**config.mk**
```make
export PLATFORM = sky130hd
export DESIGN_NAME = rv16_alu_arbiter
export DESIGN_NICKNAME = d
export VERILOG_FILES = /design/src/rtl/rv16_alu_pkg.sv /design/src/rtl/rv16_alu.sv /design/src/rtl/rv16_alu_arbiter.sv
export SDC_FILE = /design/constraint.sdc
export NUM_CORES = 2
export LEC_CHECK = 0
export ABC_AREA = 1
export BUFFER_PORTS_ARGS = -buffer_cell sky130_fd_sc_hd__buf_2
export CAP_MARGIN = 20
export CORE_MARGIN = 1.5
export CORE_UTILIZATION = 55
export DETAILED_ROUTE_END_ITERATION = 16
export PLACE_DENSITY = 0.76
export RECOVER_POWER = 50
export SETUP_SLACK_MARGIN = 0.05
export SYNTH_ARGS = -nofsm -noshare
export SYNTH_HDL_FRONTEND = slang
export SYNTH_HIERARCHICAL = 1
export SYNTH_SLANG_ARGS = --single-unit
```
**constraint.sdc**
```tcl
create_clock -name i_clk -period 8 [get_ports i_clk]
set_clock_uncertainty 0.05 [all_clocks]
set_input_delay 1.6 -clock i_clk [delete_from_list [all_inputs] [get_ports i_clk]]
set_output_delay 1.6 -clock i_clk [all_outputs]
set_load 0.05 [all_outputs]
```
**src/rtl/rv16_alu_pkg.sv**
```systemverilog
// Shared definitions for the rv16 ALU and its request arbiter:
// op encodings, arbiter FSM states and flag bit positions.
package rv16_alu_pkg;

   localparam int unsigned OP_W       = 4;
   localparam int unsigned FLAG_W     = 3;
   localparam int unsigned FLAG_ZERO  = 0;
   localparam int unsigned FLAG_OVF   = 1;
   localparam int unsigned FLAG_CARRY = 2;

   typedef enum logic [OP_W-1:0] {
      OP_ADD  = 4'h0,
      OP_SUB  = 4'h1,
      OP_AND  = 4'h2,
      OP_OR   = 4'h3,
      OP_XOR  = 4'h4,
      OP_SLL  = 4'h5,
      OP_SRL  = 4'h6,
      OP_SRA  = 4'h7,
      OP_MUL  = 4'h8,
      OP_SLT  = 4'h9,
      OP_SLTU = 4'hA
   } alu_op_e;

   typedef enum logic [1:0] {
      ST_IDLE = 2'd0,
      ST_EXEC = 2'd1,
      ST_RESP = 2'd2
   } arb_state_e;

   // Encodings above OP_SLTU are reserved and produce a zero result with no flags.
   function automatic logic is_supported(input logic [OP_W-1:0] op);
      return (op <= OP_SLTU);
   endfunction

endpackage

```
**src/rtl/rv16_alu.sv**
```systemverilog
// Combinational ALU datapath: arithmetic, logic, shifts, low-half multiply
// and set-less-than, with zero/overflow/carry flags.
module rv16_alu
   import rv16_alu_pkg::*;
#(
   parameter int unsigned DATA_W = 32
)
(
   input  logic [OP_W-1:0]   op,
   input  logic [DATA_W-1:0] a,
   input  logic [DATA_W-1:0] b,
   output logic [DATA_W-1:0] result_c,
   output logic [FLAG_W-1:0] flags_c
);

   localparam int unsigned SH_W = $clog2(DATA_W);

   logic [DATA_W:0]   sum;
   logic [DATA_W:0]   diff;
   logic [DATA_W-1:0] prod;
   logic [SH_W-1:0]   shamt;
   logic              ovf_add;
   logic              ovf_sub;

   assign sum   = {1'b0, a} + {1'b0, b};
   assign diff  = {1'b0, a} - {1'b0, b};
   assign prod  = a * b;
   assign shamt = b[SH_W-1:0];

   // Signed overflow: operand signs allow it and the result sign disagrees with a.
   assign ovf_add = (a[DATA_W-1] == b[DATA_W-1]) && (sum[DATA_W-1]  != a[DATA_W-1]);
   assign ovf_sub = (a[DATA_W-1] != b[DATA_W-1]) && (diff[DATA_W-1] != a[DATA_W-1]);

   always_comb begin
      result_c = '0;
      flags_c  = '0;
      case (alu_op_e'(op))
         OP_ADD: begin
            result_c              = sum[DATA_W-1:0];
            flags_c[FLAG_CARRY]   = sum[DATA_W];
            flags_c[FLAG_OVF]     = ovf_add;
         end
         OP_SUB: begin
            result_c              = diff[DATA_W-1:0];
            flags_c[FLAG_CARRY]   = diff[DATA_W];
            flags_c[FLAG_OVF]     = ovf_sub;
         end
         OP_AND:  result_c = a & b;
         OP_OR:   result_c = a | b;
         OP_XOR:  result_c = a ^ b;
         OP_SLL:  result_c = a << shamt;
         OP_SRL:  result_c = a >> shamt;
         OP_SRA:  result_c = $unsigned($signed(a) >>> shamt);
         OP_MUL:  result_c = prod;
         OP_SLT:  result_c = DATA_W'($signed(a) < $signed(b));
         OP_SLTU: result_c = DATA_W'(a < b);
         default: result_c = '0;
      endcase
      flags_c[FLAG_ZERO] = is_supported(op) && (result_c == '0);
   end

endmodule

```
**src/rtl/rv16_alu_arbiter.sv**
```systemverilog
// Round-robin arbiter sharing one rv16_alu between N_REQ requesters, with
// registered issue operands and a registered, back-pressured response channel.
module rv16_alu_arbiter
   import rv16_alu_pkg::*;
#(
   parameter int unsigned N_REQ  = 2,
   parameter int unsigned DATA_W = 32,
   parameter int unsigned TAG_W  = 4,
   parameter int unsigned ID_W   = 2
)
(
   input  logic                      i_clk,
   input  logic                      i_rst,
   input  logic [N_REQ-1:0]          i_req_valid,
   output logic [N_REQ-1:0]          o_req_ready,
   input  logic [N_REQ*OP_W-1:0]     i_req_op,
   input  logic [N_REQ*DATA_W-1:0]   i_req_a,
   input  logic [N_REQ*DATA_W-1:0]   i_req_b,
   input  logic [N_REQ*TAG_W-1:0]    i_req_tag,
   output logic                      o_rsp_valid,
   input  logic                      i_rsp_ready,
   output logic [ID_W-1:0]           o_rsp_id,
   output logic [TAG_W-1:0]          o_rsp_tag,
   output logic [DATA_W-1:0]         o_rsp_result,
   output logic                      o_rsp_zero,
   output logic                      o_rsp_overflow,
   output logic                      o_rsp_carry,
   output logic                      o_busy
);

   arb_state_e        state_q;
   arb_state_e        state_d;
   logic [ID_W-1:0]   rr_q;
   logic [ID_W-1:0]   rr_d;

   logic [N_REQ-1:0]  valid_rot;
   logic [N_REQ-1:0]  pick_rot;
   logic [N_REQ-1:0]  grant;
   logic              grant_any;
   logic [ID_W-1:0]   grant_idx;
   logic              accept_ok;
   logic              take;

   logic [OP_W-1:0]   sel_op;
   logic [DATA_W-1:0] sel_a;
   logic [DATA_W-1:0] sel_b;
   logic [TAG_W-1:0]  sel_tag;

   logic [OP_W-1:0]   iss_op_q;
   logic [DATA_W-1:0] iss_a_q;
   logic [DATA_W-1:0] iss_b_q;
   logic [TAG_W-1:0]  iss_tag_q;
   logic [ID_W-1:0]   iss_id_q;

   logic [DATA_W-1:0] rsp_result_q;
   logic [FLAG_W-1:0] rsp_flags_q;
   logic [TAG_W-1:0]  rsp_tag_q;
   logic [ID_W-1:0]   rsp_id_q;

   logic [DATA_W-1:0] alu_result_c;
   logic [FLAG_W-1:0] alu_flags_c;

   // Rotate valids so the search start sits at bit 0, pick lowest, rotate back.
   always_comb begin
      valid_rot = N_REQ'({i_req_valid, i_req_valid} >> rr_q);
      pick_rot  = '0;
      grant_any = 1'b0;
      for (int k = 0; k < N_REQ; k++) begin
         if (valid_rot[k] && !grant_any) begin
            pick_rot[k] = 1'b1;
            grant_any   = 1'b1;
         end
      end
      grant = N_REQ'(({pick_rot, pick_rot} << rr_q) >> N_REQ);

      grant_idx = '0;
      sel_op    = '0;
      sel_a     = '0;
      sel_b     = '0;
      sel_tag   = '0;
      for (int j = 0; j < N_REQ; j++) begin
         if (grant[j]) begin
            grant_idx = ID_W'(j);
            sel_op    = i_req_op[j*OP_W +: OP_W];
            sel_a     = i_req_a[j*DATA_W +: DATA_W];
            sel_b     = i_req_b[j*DATA_W +: DATA_W];
            sel_tag   = i_req_tag[j*TAG_W +: TAG_W];
         end
      end
      rr_d = (grant_idx == ID_W'(N_REQ - 1)) ? '0 : grant_idx + 1'b1;
   end

   // A grant is only offered when the issue slot is free or being freed this cycle.
   assign accept_ok   = (state_q == ST_IDLE) || ((state_q == ST_RESP) && i_rsp_ready);
   assign take        = grant_any && accept_ok;
   assign o_req_ready = grant & {N_REQ{accept_ok}};

   always_comb begin
      state_d = state_q;
      case (state_q)
         ST_IDLE: if (take) state_d = ST_EXEC;
         ST_EXEC: state_d = ST_RESP;
         ST_RESP: begin
            if (i_rsp_ready) state_d = take ? ST_EXEC : ST_IDLE;
         end
         default: state_d = ST_IDLE;
      endcase
   end

   always_ff @(posedge i_clk or posedge i_rst) begin
      if (i_rst) state_q <= ST_IDLE;
      else       state_q <= state_d;
   end

   // Issue registers and rr pointer load on a grant; response registers load in EXEC.
   always_ff @(posedge i_clk or posedge i_rst) begin
      if (i_rst) begin
         rr_q         <= '0;
         iss_op_q     <= '0;
         iss_a_q      <= '0;
         iss_b_q      <= '0;
         iss_tag_q    <= '0;
         iss_id_q     <= '0;
         rsp_result_q <= '0;
         rsp_flags_q  <= '0;
         rsp_tag_q    <= '0;
         rsp_id_q     <= '0;
      end else begin
         if (take) begin
            rr_q      <= rr_d;
            iss_op_q  <= sel_op;
            iss_a_q   <= sel_a;
            iss_b_q   <= sel_b;
            iss_tag_q <= sel_tag;
            iss_id_q  <= grant_idx;
         end
         if (state_q == ST_EXEC) begin
            rsp_result_q <= alu_result_c;
            rsp_flags_q  <= alu_flags_c;
            rsp_tag_q    <= iss_tag_q;
            rsp_id_q     <= iss_id_q;
         end
      end
   end

   rv16_alu #(
      .DATA_W (DATA_W)
   ) u_alu (
      .op       (iss_op_q),
      .a        (iss_a_q),
      .b        (iss_b_q),
      .result_c (alu_result_c),
      .flags_c  (alu_flags_c)
   );

   assign o_rsp_valid    = (state_q == ST_RESP);
   assign o_busy         = (state_q != ST_IDLE);
   assign o_rsp_id       = rsp_id_q;
   assign o_rsp_tag      = rsp_tag_q;
   assign o_rsp_result   = rsp_result_q;
   assign o_rsp_zero     = rsp_flags_q[FLAG_ZERO];
   assign o_rsp_overflow = rsp_flags_q[FLAG_OVF];
   assign o_rsp_carry    = rsp_flags_q[FLAG_CARRY];

endmodule

```
After elaboration in Yosys (flattened, before gate mapping)
Index checks and enable logic that the tools add are counted.
{ "op_classes": {"muxes": 19, "multipliers": 1, "n_eq_ne": 19, "order_cmp": 3, "shift": 5, "addsub": 3, "reduce_logical": 13, "n_bitwise": 4} }
{ "ops": {"columns": ["operator", "n"], "rows": [
  ["$pmux W32 S11", 1],
  ["$mux W32", 4],
  ["$lt A32 B32 Y1", 2],
  ["$add A32 B32 Y33", 1],
  ["$sub A32 B32 Y33", 1],
  ["$and A32 B32 Y32", 1],
  ["$logic_not A32 Y1", 1],
  ["$mul A32 B32 Y32", 1],
  ["$or A32 B32 Y32", 1],
  ["$shl A32 B5 Y32", 1],
  ["$shr A32 B5 Y32", 1],
  ["$sshr A32 B5 Y32", 1],
  ["$xor A32 B32 Y32", 1],
  ["$eq A4 B3 Y1 const B", 4],
  ["$mux W4", 4],
  ["$eq A4 B4 Y1 const B", 3],
  ["$eq A4 B2 Y1 const B", 2],
  ["$logic_and A1 B1 Y1", 6],
  ["$mux W2", 3],
  ["$pmux W2 S3", 1],
  ["$mux W1", 5],
  ["$eq A2 B1 Y1 const B", 2],
  ["$eq A4 B1 Y1 const B", 1],
  ["$le A4 B4 Y1 const B", 1],
  ["16 further kinds", 18]
]} }
{ "totals": {"regBits": 119, "input_bits": 149, "elab_cells": 78, "out_inout_bits": 45} }

Logic depth before layout (Yosys ltp)
{ "depth": {"depth_word": 9, "depth_mapped": 42, "ltp_nobuf": 39} }

By module
Netlist, hierarchy kept.
{ "by_module_without_submodules": {"columns": ["mod", "cells_per_inst", "seq_area_each_um2", "area_each_um2", "instances"], "rows": [
  ["rv16_alu", 4131, 0.0, 26111.3, 1],
  ["rv16_alu_arbiter", 756, 2902.8, 5696.7, 1]
]} }

Worst setup path before layout
Ideal clock, no wire load.
{ "synth_path": {"kind": "flip-flop to flip-flop", "startpoint": "reg iss_b_q[2]", "endpoint": "reg rsp_flags_q[0]", "t_required_ns": 7.884, "arrival_ns": 7.622, "n_path_buf": 5, "setup_time_ns": 0.066, "period_less_slack_ns": 7.738, "setup_slack_ns": 0.262, "stages_incl_launch_ff": 38, "cell_sequence": "dfrtp_1 > buf_2 > buf_2 > buf_2 > buf_1 > buf_1 > nand2_1 > inv_1 > fa_1 > inv_1 > fa_1 > fa_1 > fa_1 > inv_1 > fa_1 > inv_1 > fa_1 > inv_1 > [2 not listed] > ha_1 > nand2_1 > inv_1 > nand2_1 > inv_1 > a21oi_1 > nand3_1 > a21o_1 > or2_2 > a21oi_1 > nand3_1 > nor2_1 > nand2_1 > nor2_1 > nand3_1 > nor2_1 > nand3_1 > nand2_1"} }
{ "synth_between": {"elab_chain_cells": 4, "word_cells_on_any_way": 14, "cone_classes": "add/sub: 2; mul: 1; order compare: 2; shift: 3; mux: 1; bitwise: 3; reduce/logical: 2"} }
{ "synth_lines": {"columns": ["element", "line_no", "text"], "rows": [
  ["start: declaration", "rv16_alu_arbiter.sv:51", "logic [DATA_W-1:0] iss_b_q;"],
  ["start signal: assignment", "rv16_alu_arbiter.sv:133", "iss_b_q <= sel_b;"],
  ["$mul A32 B32 Y32, or another cell as far along", "rv16_alu.sv:27", "assign prod = a * b;"],
  ["$pmux W32 S11 (*)", "rv16_alu.sv:37", "case (alu_op_e'(op))"],
  ["named net alu_result_c[26]", "rv16_alu_arbiter.sv:60", "logic [DATA_W-1:0] alu_result_c;"],
  ["$logic_not A32 Y1 (*)", "rv16_alu.sv:59", "flags_c[FLAG_ZERO] = is_supported(op) && (result_c == '0);"],
  ["$logic_and A1 B1 Y1 (*)", "rv16_alu.sv:59", null],
  ["named net alu_flags_c[0]", "rv16_alu_arbiter.sv:61", "logic [FLAG_W-1:0] alu_flags_c;"],
  ["end signal: assignment", "rv16_alu_arbiter.sv:139", "rsp_flags_q <= alu_flags_c;"],
  ["end: declaration", "rv16_alu_arbiter.sv:56", "logic [FLAG_W-1:0] rsp_flags_q;"]
]} }
The timed path passes the listed nets; every way through them passes the cells marked *.
A chain may end at the register's enable or synchronous reset.

Worst setup path in the final report
{ "layout_path": {"startpoint": "reg iss_b_q[4]", "endpoint": "reg rsp_flags_q[0]"} }
The elaborated chain is that of the path after synthesis.

==> run summary <==
Slowest CP cell: dfrtp_2
Max-cap check violation count: 5
Fin. Hold Viols: 0
Hold WS: 417.6 ps
RSZ-0062 raised after global routing: no
Residual DRC: 0
H-Tree Depth: 4
GPL Wtd Cong: 1.127
Clock root buffer: clkbuf_16
CP startpoint kind: register
Tot GR Track Use: 46.39%
Die height: 243.5 µm
Latest clock arrival within the worst-skew pair: 470 ps
Normalized max-slew margin: -122.1%
Crit Path Max Fanout: 17
Sequential area share after synthesis: 9.126%
Post-synthesis cell area: 31,810 µm²
Largest net degree at the start of global routing: 75
CP Data Required Time: 8350 ps
Post-synthesis cell count: 4,887
Clock Path Buffers: 2
Period minus WS final: 7696 ps
GR Overflow Total: 0
Final ANT Viol Nets: 0
Post-Route Setup TNS: 0 ps
Max Slew Vio Count: 308
Wirelength per Cell: 23.84 µm
Area growth from synthesis to layout: 7.989%
Inst Count DP: 5,717
Violated checks: max-capacitance violations, max-slew violations
Worst min path class: reg2reg
Global-route wire length before repair: 203.5 mm
Slew @ Worst Pin: 3331 ps
Syn_area_per_cell: 6.509 µm²
Port bufs: 192
Worst Setup Path Type: reg2reg
Post-synthesis cell type count: 56
Clock slew seen by the registers of the worst setup and hold paths: 70 ps
Slowest Stage Delay on Critical Path: 560 ps
CTS buffer count: 17
Final worst path period share: 96.20%
Worst path top cell family by delay: adder cells
Vias in the first global route: 32,530
Starting Density: 55.98%
Antenna violations before repair: 7
First-pass DRT Iterations: 14
Yosys warnings: 6
TritonCTS clock tree: built
Placement row count: 87
Top Ports: 194
Outcome: complete, but fails checks
Yosys reg bits: 116
Fmax: 129.9 MHz
Data arrival, critical path: 8050 ps
Post-DR vias/cell: 5.889
Fraction of layout cells with a size suffix above 1: 9.500%
Fillcell total: 5,522
Initial DRC Count: 4,572
Die X: 243.5 µm
Worst setup EP type: register
Core Util, Final: 60.45%
CTS Hold Bufs: 0
Setup violations, final: 0
Syn nets: 5,666
Die area: 59,280 µm²
Core area: 56,820 µm²
Final wirelength: 137.3 mm
Cell Count, Final, Fillers Out: 5,759
CP bufs+invs: 6
NumNets Final: 5,766
Detail Placement HPWL: 113.8 mm
Cell repeated most along the worst path: fa_1
Vias: 33,920
# clock sinks: 116
## registers in the layout (all words and copies together) (netlist names)
name          cells
iss_op_q          4
iss_a_q          32
rr_q              1
iss_b_q          32
o_rsp_id          1
rsp_flags_q       3
iss_tag_q         4
iss_id_q          1
o_rsp_tag         4
state_q           2
o_rsp_result     32
## timing repair
action                     4_1_cts  5_1_grt
gates resized for setup          2       55
pin swaps                        0        4
setup buffers                    0        6
cloned                           0        0
setup endpoints to repair        1        4
## final cells by class
class,count,area (µm²),share of cell area (%)
Multi-Input combinational cell,3507,24000,69.86
Inverter,1001,3760,10.95
Sequential cell,116,2940,8.560
Timing Repair Buffer,344,2133,6.211
Tap cell,756,945.9,2.754
Clock buffer,19,442.9,1.289
Clock inverter,13,122.6,0.3570
Antenna cell,3,7.507,0.02186
## tightest hold or removal path, cell delays in order (launching register included)
cell	delay, ps
dfrtp_1	340
nand2_1	50
nand2_1	50
## cells by family (layout without fill, tap and decap cells)
group                      Yosys count  after routing  synth area share [%]
AOI/OAI and AO/OA                  615            615                 10.86
muxes                               12             12                0.3776
buffers and inverters             1264           1377                 15.84
xor gates and xnor gates            17             17                0.4681
other                                1              4               0.01179
and+or+nand+nor                   2232           2232                 28.86
DFF                                116            116                 9.126
adders and majority gates          630            630                 34.46
## synth_stat cells, drive strengths merged
| cell | n | share of area, % |
|---|---|---|
| o221ai | 4 | 0.11 |
| xor2 | 10 | 0.28 |
| o31ai | 1 | 0.024 |
| nand3b | 11 | 0.26 |
| mux2i | 12 | 0.38 |
| and2 | 1 | 0.020 |
| fa | 410 | 26 |
| o211a | 2 | 0.063 |
| xnor2 | 7 | 0.19 |
| ha | 220 | 8.7 |
| clkinv | 3 | 0.039 |
| nand2 | 1542 | 18 |
| inv | 998 | 12 |
| a21boi | 4 | 0.094 |
| o311ai | 2 | 0.055 |
| a21o | 16 | 0.38 |
| clkbuf | 102 | 1.2 |
| and3 | 2 | 0.039 |
| nor3b | 2 | 0.047 |
| o21bai | 10 | 0.24 |
| o2111ai | 3 | 0.083 |
| a221oi | 6 | 0.17 |
| a22oi | 1 | 0.024 |
| o41ai | 1 | 0.028 |
| nand3 | 360 | 5.7 |
| nor2 | 218 | 2.6 |
| o211ai | 23 | 0.54 |
| dfrtp | 116 | 9.1 |
| a21oi | 208 | 3.4 |
| a211oi | 6 | 0.14 |
| buf | 161 | 2.8 |
| nor3 | 23 | 0.39 |
| conb | 1 | 0.012 |
| o21ai | 279 | 4.5 |
| o21a | 10 | 0.24 |
| nand4 | 54 | 1.1 |
| or2 | 12 | 0.24 |
| nor4 | 7 | 0.14 |
| a31oi | 11 | 0.22 |
| o22ai | 28 | 0.55 |
## metrics by stage
step	instance area, µm²	setup WS (ps)
floorplan	31810	261.6
global placement	33630	-24.49
detailed placement	33630	64.32
CTS	34200	60.46
global route	34340	18.81
finish	34350	303.9
## routing by layer
metal | GRT usage, % | up-vias | share of wire, %
li1 | - | 15120 | -
met1 | 61.00 | 16120 | 38
met2 | 70.01 | 2270 | 43
met3 | 12.18 | 409 | 13
met4 | 24.42 | 4 | 6.1
met5 | 0 | - | 0.017
## worst paths after layout
kind                             startpoint               end  slack (ps)  cells past startpoint
max reg2reg                      iss_b_q[4]    rsp_flags_q[0]         300                     31
min in group asynchronous             i_rst        iss_a_q[4]        1970                      2
min reg2reg                o_rsp_result[14]  o_rsp_result[14]         420                      2
max                              iss_b_q[4]    rsp_flags_q[0]         300                     31
min                        o_rsp_result[14]  o_rsp_result[14]         420                      2
max in group asynchronous             i_rst        iss_b_q[3]        1370                      3
## cells in the final DEF, fill, tap and decap left out, types with 6 or more instances in the layout
| master | count |
|---|---|
| a211oi_1 | 6 |
| a21o_1 | 16 |
| a21oi_1 | 188 |
| a21oi_2 | 20 |
| a221oi_1 | 6 |
| a31oi_1 | 11 |
| buf_12 | 7 |
| buf_2 | 152 |
| buf_4 | 136 |
| clkbuf_1 | 45 |
| clkbuf_16 | 17 |
| dfrtp_1 | 88 |
| dfrtp_2 | 27 |
| fa_1 | 410 |
| ha_1 | 215 |
| inv_1 | 968 |
| inv_2 | 28 |
| mux2i_1 | 12 |
| nand2_1 | 1523 |
| nand2_2 | 18 |
| nand3_1 | 353 |
| nand3_2 | 7 |
| nand3b_1 | 11 |
| nand4_1 | 54 |
| nor2_1 | 207 |
| nor2_2 | 9 |
| nor3_1 | 20 |
| nor4_1 | 7 |
| o211ai_1 | 23 |
| o21a_1 | 10 |
| o21ai_0 | 162 |
| o21ai_1 | 108 |
| o21ai_2 | 9 |
| o21bai_1 | 10 |
| o22ai_1 | 28 |
| or2_2 | 11 |
| xnor2_1 | 7 |
| xor2_1 | 10 |
Power is not shown: default switching activity piles up to over one toggle a cycle in this logic, so the estimate is an artifact.
